<file path="config.mk">
export PLATFORM = sky130hd
export DESIGN_NAME = bcd_7seg_scan_driver_flat
export DESIGN_NICKNAME = d
export VERILOG_FILES = /design/src/rtl/bcd_7seg_scan_driver_if.sv /design/src/rtl/bcd_7seg_scan_driver.sv /design/src/flat_wrapper.sv
export SDC_FILE = /design/constraint.sdc
export NUM_CORES = 1
export LEC_CHECK = 0
export CELL_PAD_IN_SITES_DETAIL_PLACEMENT = 1
export CELL_PAD_IN_SITES_GLOBAL_PLACEMENT = 1
export CORE_MARGIN = 8
export CORE_UTILIZATION = 40
export CTS_CLUSTER_DIAMETER = 50
export DETAILED_ROUTE_END_ITERATION = 8
export PLACE_DENSITY_LB_ADDON = 0.1
export SKIP_CTS_REPAIR_TIMING = 1
export SLEW_MARGIN = 20
export SYNTH_ARGS = -nofsm -noshare
export SYNTH_HDL_FRONTEND = slang
export SYNTH_SLANG_ARGS = --single-unit
</file>
<file path="constraint.sdc">
create_clock -name clk -period 2.1 [get_ports clk]
set_input_delay 0.63 -clock clk [delete_from_list [all_inputs] [get_ports clk]]
set_output_delay 0.63 -clock clk [all_outputs]
set_load 0.02 [all_outputs]
</file>
<file path="src/rtl/bcd_7seg_scan_driver_if.sv">
// Display-side bundle for the 7-segment scan driver.
// master: the datapath supplying BCD words and enable; slave: the driver.
interface bcd_7seg_scan_driver_if #(
  parameter int NUM_DIGITS = 4
);
  localparam int IDX_W = (NUM_DIGITS > 1) ? $clog2(NUM_DIGITS) : 1;

  logic                    en;
  logic                    load;
  logic [4*NUM_DIGITS-1:0] bcd_in;
  logic [6:0]              seg;
  logic [NUM_DIGITS-1:0]   an;
  logic [IDX_W-1:0]        digit_idx;
  logic                    frame_done;

  modport master (output en, load, bcd_in,
                  input  seg, an, digit_idx, frame_done);
  modport slave  (input  en, load, bcd_in,
                  output seg, an, digit_idx, frame_done);
endinterface

</file>
<file path="src/rtl/bcd_7seg_scan_driver.sv">
// Time-multiplexed N-digit BCD 7-segment driver.
// One digit per REFRESH_DIV-clock slot, double-buffered so a frame never
// mixes old and new values. Optional leading-zero blanking is compiled in
// with macro BCD7SEG_LZB_EN.

// Per-digit decoder: BCD to active-high {a..g}, codes 10..15 show a dash.
module bcd_7seg_digit (
  input  logic [3:0] code,
  input  logic       blank,
  output logic [6:0] seg_raw
);
  // Lookup with blanking override
  always_comb begin
    seg_raw = 7'h01;
    case (code)
      4'd0: seg_raw = 7'h7E;
      4'd1: seg_raw = 7'h30;
      4'd2: seg_raw = 7'h6D;
      4'd3: seg_raw = 7'h79;
      4'd4: seg_raw = 7'h33;
      4'd5: seg_raw = 7'h5B;
      4'd6: seg_raw = 7'h5F;
      4'd7: seg_raw = 7'h70;
      4'd8: seg_raw = 7'h7F;
      4'd9: seg_raw = 7'h7B;
      default: seg_raw = 7'h01;
    endcase
    if (blank) seg_raw = 7'h00;
  end
endmodule

module bcd_7seg_scan_driver #(
  parameter int NUM_DIGITS     = 4,
  parameter int REFRESH_DIV    = 1000,
  parameter int SEG_ACTIVE_LOW = 0,
  parameter int AN_ACTIVE_LOW  = 1
) (
  input  logic                    clk,
  input  logic                    rst_n,
  bcd_7seg_scan_driver_if.slave   bus
);
  localparam int IDX_W = (NUM_DIGITS > 1) ? $clog2(NUM_DIGITS) : 1;
  localparam int PW    = $clog2(REFRESH_DIV);

  logic [PW-1:0]                presc;
  logic [IDX_W-1:0]             digit_idx;
  logic                         frame_done;
  logic [4*NUM_DIGITS-1:0]      pend, disp;
  logic [6:0]                   seg_q;
  logic [NUM_DIGITS-1:0]        an_q;
  logic [NUM_DIGITS-1:0]        blank;
  logic [NUM_DIGITS-1:0][6:0]   seg_dig;
  logic                         tick, wrap;

  assign tick = bus.en && (presc == PW'(REFRESH_DIV - 1));
  assign wrap = tick && (digit_idx == IDX_W'(NUM_DIGITS - 1));

`ifdef BCD7SEG_LZB_EN
  // A digit is blanked when it and every digit above it hold zero.
  logic [NUM_DIGITS-1:0] nz;
  for (genvar i = 0; i < NUM_DIGITS; i++) begin : g_lzb
    assign nz[i] = |disp[4*i +: 4];
    if (i == 0) begin : g_lsd
      assign blank[i] = 1'b0;
    end else begin : g_upper
      assign blank[i] = ~|nz[NUM_DIGITS-1:i];
    end
  end
`else
  assign blank = '0;
`endif

  // Decode every digit in parallel; the scan index picks one.
  for (genvar i = 0; i < NUM_DIGITS; i++) begin : g_dig
    bcd_7seg_digit u_dig (
      .code    (disp[4*i +: 4]),
      .blank   (blank[i]),
      .seg_raw (seg_dig[i])
    );
  end

  // Refresh prescaler, digit scan index and end-of-frame pulse
  always_ff @(posedge clk or negedge rst_n) begin
    if (!rst_n) begin
      presc      <= '0;
      digit_idx  <= '0;
      frame_done <= 1'b0;
    end else if (!bus.en) begin
      presc      <= '0;
      digit_idx  <= '0;
      frame_done <= 1'b0;
    end else begin
      frame_done <= wrap;
      if (tick) begin
        presc     <= '0;
        digit_idx <= wrap ? '0 : digit_idx + IDX_W'(1);
      end else begin
        presc <= presc + PW'(1);
      end
    end
  end

  // Pending/display double buffer; a load on the swap cycle bypasses pending
  always_ff @(posedge clk or negedge rst_n) begin
    if (!rst_n) begin
      pend <= '0;
      disp <= '0;
    end else begin
      if (bus.load) pend <= bus.bcd_in;
      if (wrap || !bus.en) disp <= bus.load ? bus.bcd_in : pend;
    end
  end

  // Registered segment/anode outputs, one cycle behind digit_idx
  always_ff @(posedge clk or negedge rst_n) begin
    if (!rst_n) begin
      seg_q <= '0;
      an_q  <= '0;
    end else if (!bus.en) begin
      seg_q <= '0;
      an_q  <= '0;
    end else begin
      seg_q <= seg_dig[digit_idx];
      an_q  <= NUM_DIGITS'(1) << digit_idx;
    end
  end

  assign bus.seg        = (SEG_ACTIVE_LOW != 0) ? ~seg_q : seg_q;
  assign bus.an         = (AN_ACTIVE_LOW  != 0) ? ~an_q  : an_q;
  assign bus.digit_idx  = digit_idx;
  assign bus.frame_done = frame_done;
endmodule
</file>
<file path="src/flat_wrapper.sv">
// flat-port wrapper written by rule: the top's interface ports become plain ports
module bcd_7seg_scan_driver_flat 
#(
  parameter int NUM_DIGITS     = 4,
  parameter int REFRESH_DIV    = 1000,
  parameter int SEG_ACTIVE_LOW = 0,
  parameter int AN_ACTIVE_LOW  = 1
)
  (clk, rst_n, bus_en, bus_load, bus_bcd_in, bus_seg, bus_an, bus_digit_idx, bus_frame_done);
  bcd_7seg_scan_driver_if #(.NUM_DIGITS(NUM_DIGITS)) bus_i ();
  input  logic clk;
  input  logic rst_n;
  input wire logic [$bits(bus_i.en)-1:0] bus_en;
  input wire logic [$bits(bus_i.load)-1:0] bus_load;
  input wire logic [$bits(bus_i.bcd_in)-1:0] bus_bcd_in;
  output wire logic [$bits(bus_i.seg)-1:0] bus_seg;
  output wire logic [$bits(bus_i.an)-1:0] bus_an;
  output wire logic [$bits(bus_i.digit_idx)-1:0] bus_digit_idx;
  output wire logic [$bits(bus_i.frame_done)-1:0] bus_frame_done;
  assign bus_i.en = bus_en;
  assign bus_i.load = bus_load;
  assign bus_i.bcd_in = bus_bcd_in;
  assign bus_seg = bus_i.seg;
  assign bus_an = bus_i.an;
  assign bus_digit_idx = bus_i.digit_idx;
  assign bus_frame_done = bus_i.frame_done;
  bcd_7seg_scan_driver #(.NUM_DIGITS(NUM_DIGITS), .REFRESH_DIV(REFRESH_DIV), .SEG_ACTIVE_LOW(SEG_ACTIVE_LOW), .AN_ACTIVE_LOW(AN_ACTIVE_LOW)) u_core (.clk(clk), .rst_n(rst_n), .bus(bus_i));
endmodule
</file>
==> summary.txt <==
Timing
  • Period Utilization, post-route: 0.940
  • Peak Freq: around 0.51 GHz
  • Slew Limit Fails: 0
  • Clock skew: 0.0125 ns
  • Actual slew at the worst max-slew pin: about 0.40 ns
  • Final Hold Fails: 0
  • Hold WS: 0.303 ns
  • Fin crit period: 1.97 ns
  • Max_slew headroom: 0.733
  • Final setup TNS: 0 ns
  • RSZ-0062 raised after global routing: false
  • Setup WS post-layout: 0.126 ns
  • Final setup violation count: 0

Global routing
  • Global Route Usage Sum: 0.130
  • Initial antenna violation count: 0
  • Vias in the first global route: ~2.1k
  • GR Overflow Total: 0
  • Largest net degree at the start of global routing: 57
  • First-pass GRT wire length: around 11000 um

Floorplanning
  • Starting density of the core: 0.415
  • Die area: approximately 0.011 sq mm
  • Chip height: 103 um
  • Num rows: 31
  • Die X: 103 um
  • Core area: between 0.007 and 0.008 sq mm
  • Num ports: 34

Layout
  • Synth-to-layout area growth: 19.1%
  • Ant diodes: 0
  • Final non-filler cell total: between 400 and 500
  • Final instance area: 0.00361 sq mm
  • Util after Layout: 0.495
  • Post-layout net count: approximately 350
  • Fraction of layout cells with a size suffix above 1: 0.181

Worst setup path
  • Start of the worst register-to-register path: u_core.presc[0]$_DFF_PN0_
  • CP Cell Sequence: ha_2 -> nand3_1 -> or4_4 -> o21ai_4 -> buf_12 -> mux2_2
  • Critical Path Source: u_core.presc[0]$_DFF_PN0_
  • Req. time, crit path: ~2.3 ns
  • Critical path's slowest cell: or4_4
  • Cell family with most CP delay: simple AND/OR/NAND/NOR gates
  • Buf/Inv on CP: 1
  • Crit path DAT: roughly 2.2 ns
  • Crit path launch type: flop
  • CP peak stage delay: 0.45 ns
  • Crit. End Element: flop
  • Critical path class: reg -> reg
  • Critical Path Fanout Max: 17

Run
  • Max_cap viols: 0

Logic synthesis
  • Register area share after synthesis: 0.463
  • EDFF count, synth: 0
  • YS warnings: 0
  • Area contributors post-synth: dfrtp_1 46%, ha_1 10%, mux2_2 8.9%, mux2_4 4.5%, inv_1 2.9%
  • Syn nets: approximately 320
  • Synth Flop Type: dfrtp_1
  • Post-synthesis register bit count: 56
  • Post-synth ARST share: 1.00
  • Synth cell count leaders: 56 x dfrtp_1, 25 x ha_1, 24 x mux2_2
  • Avg Cell Area, Syn: about 11 sq um
  • Post-synth top area share: 0.463
  • Count of cell types in the netlist: 42
  • Gate Count Post-Synth: about 270
  • Syn Std Cell Area: between 0.003 and 0.004 sq mm
  • Top-count cell post-synth: dfrtp_1
  • Cell taking the most area after synthesis: dfrtp_1

Clocking
  • Num CTS Buffers: 5
  • Clk root buf: clkbuf_8
  • Clk sinks: 56
  • Maximum clock path buffer count: 2
  • CTS tree: yes
  • Reg clk slew, reported paths: 0.10 ns
  • # H-tree levels: 2
  • Clk_lat worst skew: 0.31 ns

Drt
  • Antenna Nets Post-Route: 0
  • DRC Markers: 0
  • Vias: between 2k and 2.5k
  • Total routed wirelength: 6410 um
  • Detail-routed via count per cell: ~5.0
  • Drt wl/cell: ~16 um
  • Starting DRT DRC Count: 60
  • Drt pass-1 iters: 4

Place
  • Post-detail-place hpwl: 4870 um
  • Placed cell area: roughly 0.0035 sq mm
  • Placed Cells: 400
  • IO Port Bufs: 33
  • GPL Wtd Cong: just over 0.8
  • Worst slack at placement: around 0.03 ns

Pwr
  • PwrDens: a little under 700 mW/mm^2
  • Leak pwr: approximately 1.6 nW
  • Total Power: between 2 and 2.5 mW
  • Peak VDD IR: 0.000368 V

Min path
  • Worst min-delay path category: in -> async

Outcome
  • Status: finished, final reports clean
[path summary, 6_finish.rpt]
kind	end	slack, ns	depth (start not counted)
worst max-delay path	u_core.disp[5]$_DFFE_PN0P_	0.13	6
worst min-delay path	u_core.presc[7]$_DFF_PN0_	0.30	2
worst max register to register	u_core.disp[5]$_DFFE_PN0P_	0.13	6
worst min register to register	u_core.presc[0]$_DFF_PN0_	0.48	1
max in group asynchronous	u_core.disp[5]$_DFFE_PN0P_	1.55	2
min in group clk	u_core.presc[0]$_DFF_PN0_	0.48	1
[cell usage in the layout, fill, tap and decap left out, types with 2 or more instances in the layout]
| master | instances |
|---|---|
| dfrtp_1 | 56 |
| clkdlybuf4s50_1 | 32 |
| mux2_2 | 24 |
| ha_1 | 24 |
| inv_1 | 23 |
| nor2_1 | 21 |
| a21oi_1 | 14 |
| o21ai_0 | 14 |
| mux2_4 | 9 |
| nand2_1 | 8 |
| xnor2_1 | 7 |
| nand3_1 | 6 |
| nand2b_1 | 6 |
| clkbuf_8 | 6 |
| nor3_1 | 5 |
| mux2i_1 | 5 |
| buf_4 | 5 |
| a221o_1 | 4 |
| and2_1 | 3 |
| nor2b_1 | 3 |
| buf_12 | 3 |
| xor2_1 | 2 |
| a221oi_1 | 2 |
| o211ai_1 | 2 |
| o221ai_1 | 2 |
| a211o_1 | 2 |
| or2_2 | 2 |
[cells by family (layout without fill, tap and decap cells)]
| kind of cell | Yosys count | in the layout | share of synthesized area |
|---|---|---|---|
| xor gates and xnor gates | 9 | 9 | 0.0260 |
| adders and majority gates | 25 | 25 | 0.103 |
| AOI/OAI and AO/OA | 50 | 50 | 0.111 |
| muxes | 38 | 38 | 0.150 |
| and+or+nand+nor | 59 | 59 | 0.0950 |
| buffers and inverters | 35 | 72 | 0.0512 |
| DFF | 56 | 56 | 0.463 |
[sequential cells by signal, summed over array words and instances, names as in the netlist]
signal and count:
u_core.pend 16, u_core.bus.seg 7, u_core.presc 10, u_core.bus.digit_idx 2, u_core.disp 16, u_core.bus.frame_done 1
u_core.an_q 4
[power by group]
group / leakage, nW / total, mW / internal [mW] / switching, mW
Combinational: 0.847 / 0.563 / 0.295 / 0.269
Clock: 0.0445 / 0.611 / 0.269 / 0.342
Sequential: 0.697 / 1.28 / 1.18 / 0.106
Total: 1.59 / 2.46 / 1.74 / 0.717
[metal layers]
layer | GRT usage | routed length [um] | up-vias
li1 | - | - | 997
met1 | 0.179 | 3250 | 1009
met2 | 0.198 | 2820 | 31
met3 | 0.0324 | 291 | 5
met4 | 0.0300 | 53 | 0
met5 | 0 | 0 | -
[area by class of cell]
class / instances / area (sq um)
fill: 832 / 3690
tap: 99 / 124
sequential: 56 / 1400
clock buffer: 7 / 86.3
clock inverter: 1 / 7.51
multi-input combinational: 181 / 1480
timing repair buffer: 41 / 423
inverter: 23 / 86.3
[worst reg2reg max path, cell delays in order, from the launching register on]
cell and delay [ns]:
dfrtp_1 0.39, ha_2 0.22, nand3_1 0.08, or4_4 0.45
o21ai_4 0.17, buf_12 0.20, mux2_2 0.36
Note: power is estimated with default switching activity, not from simulation.
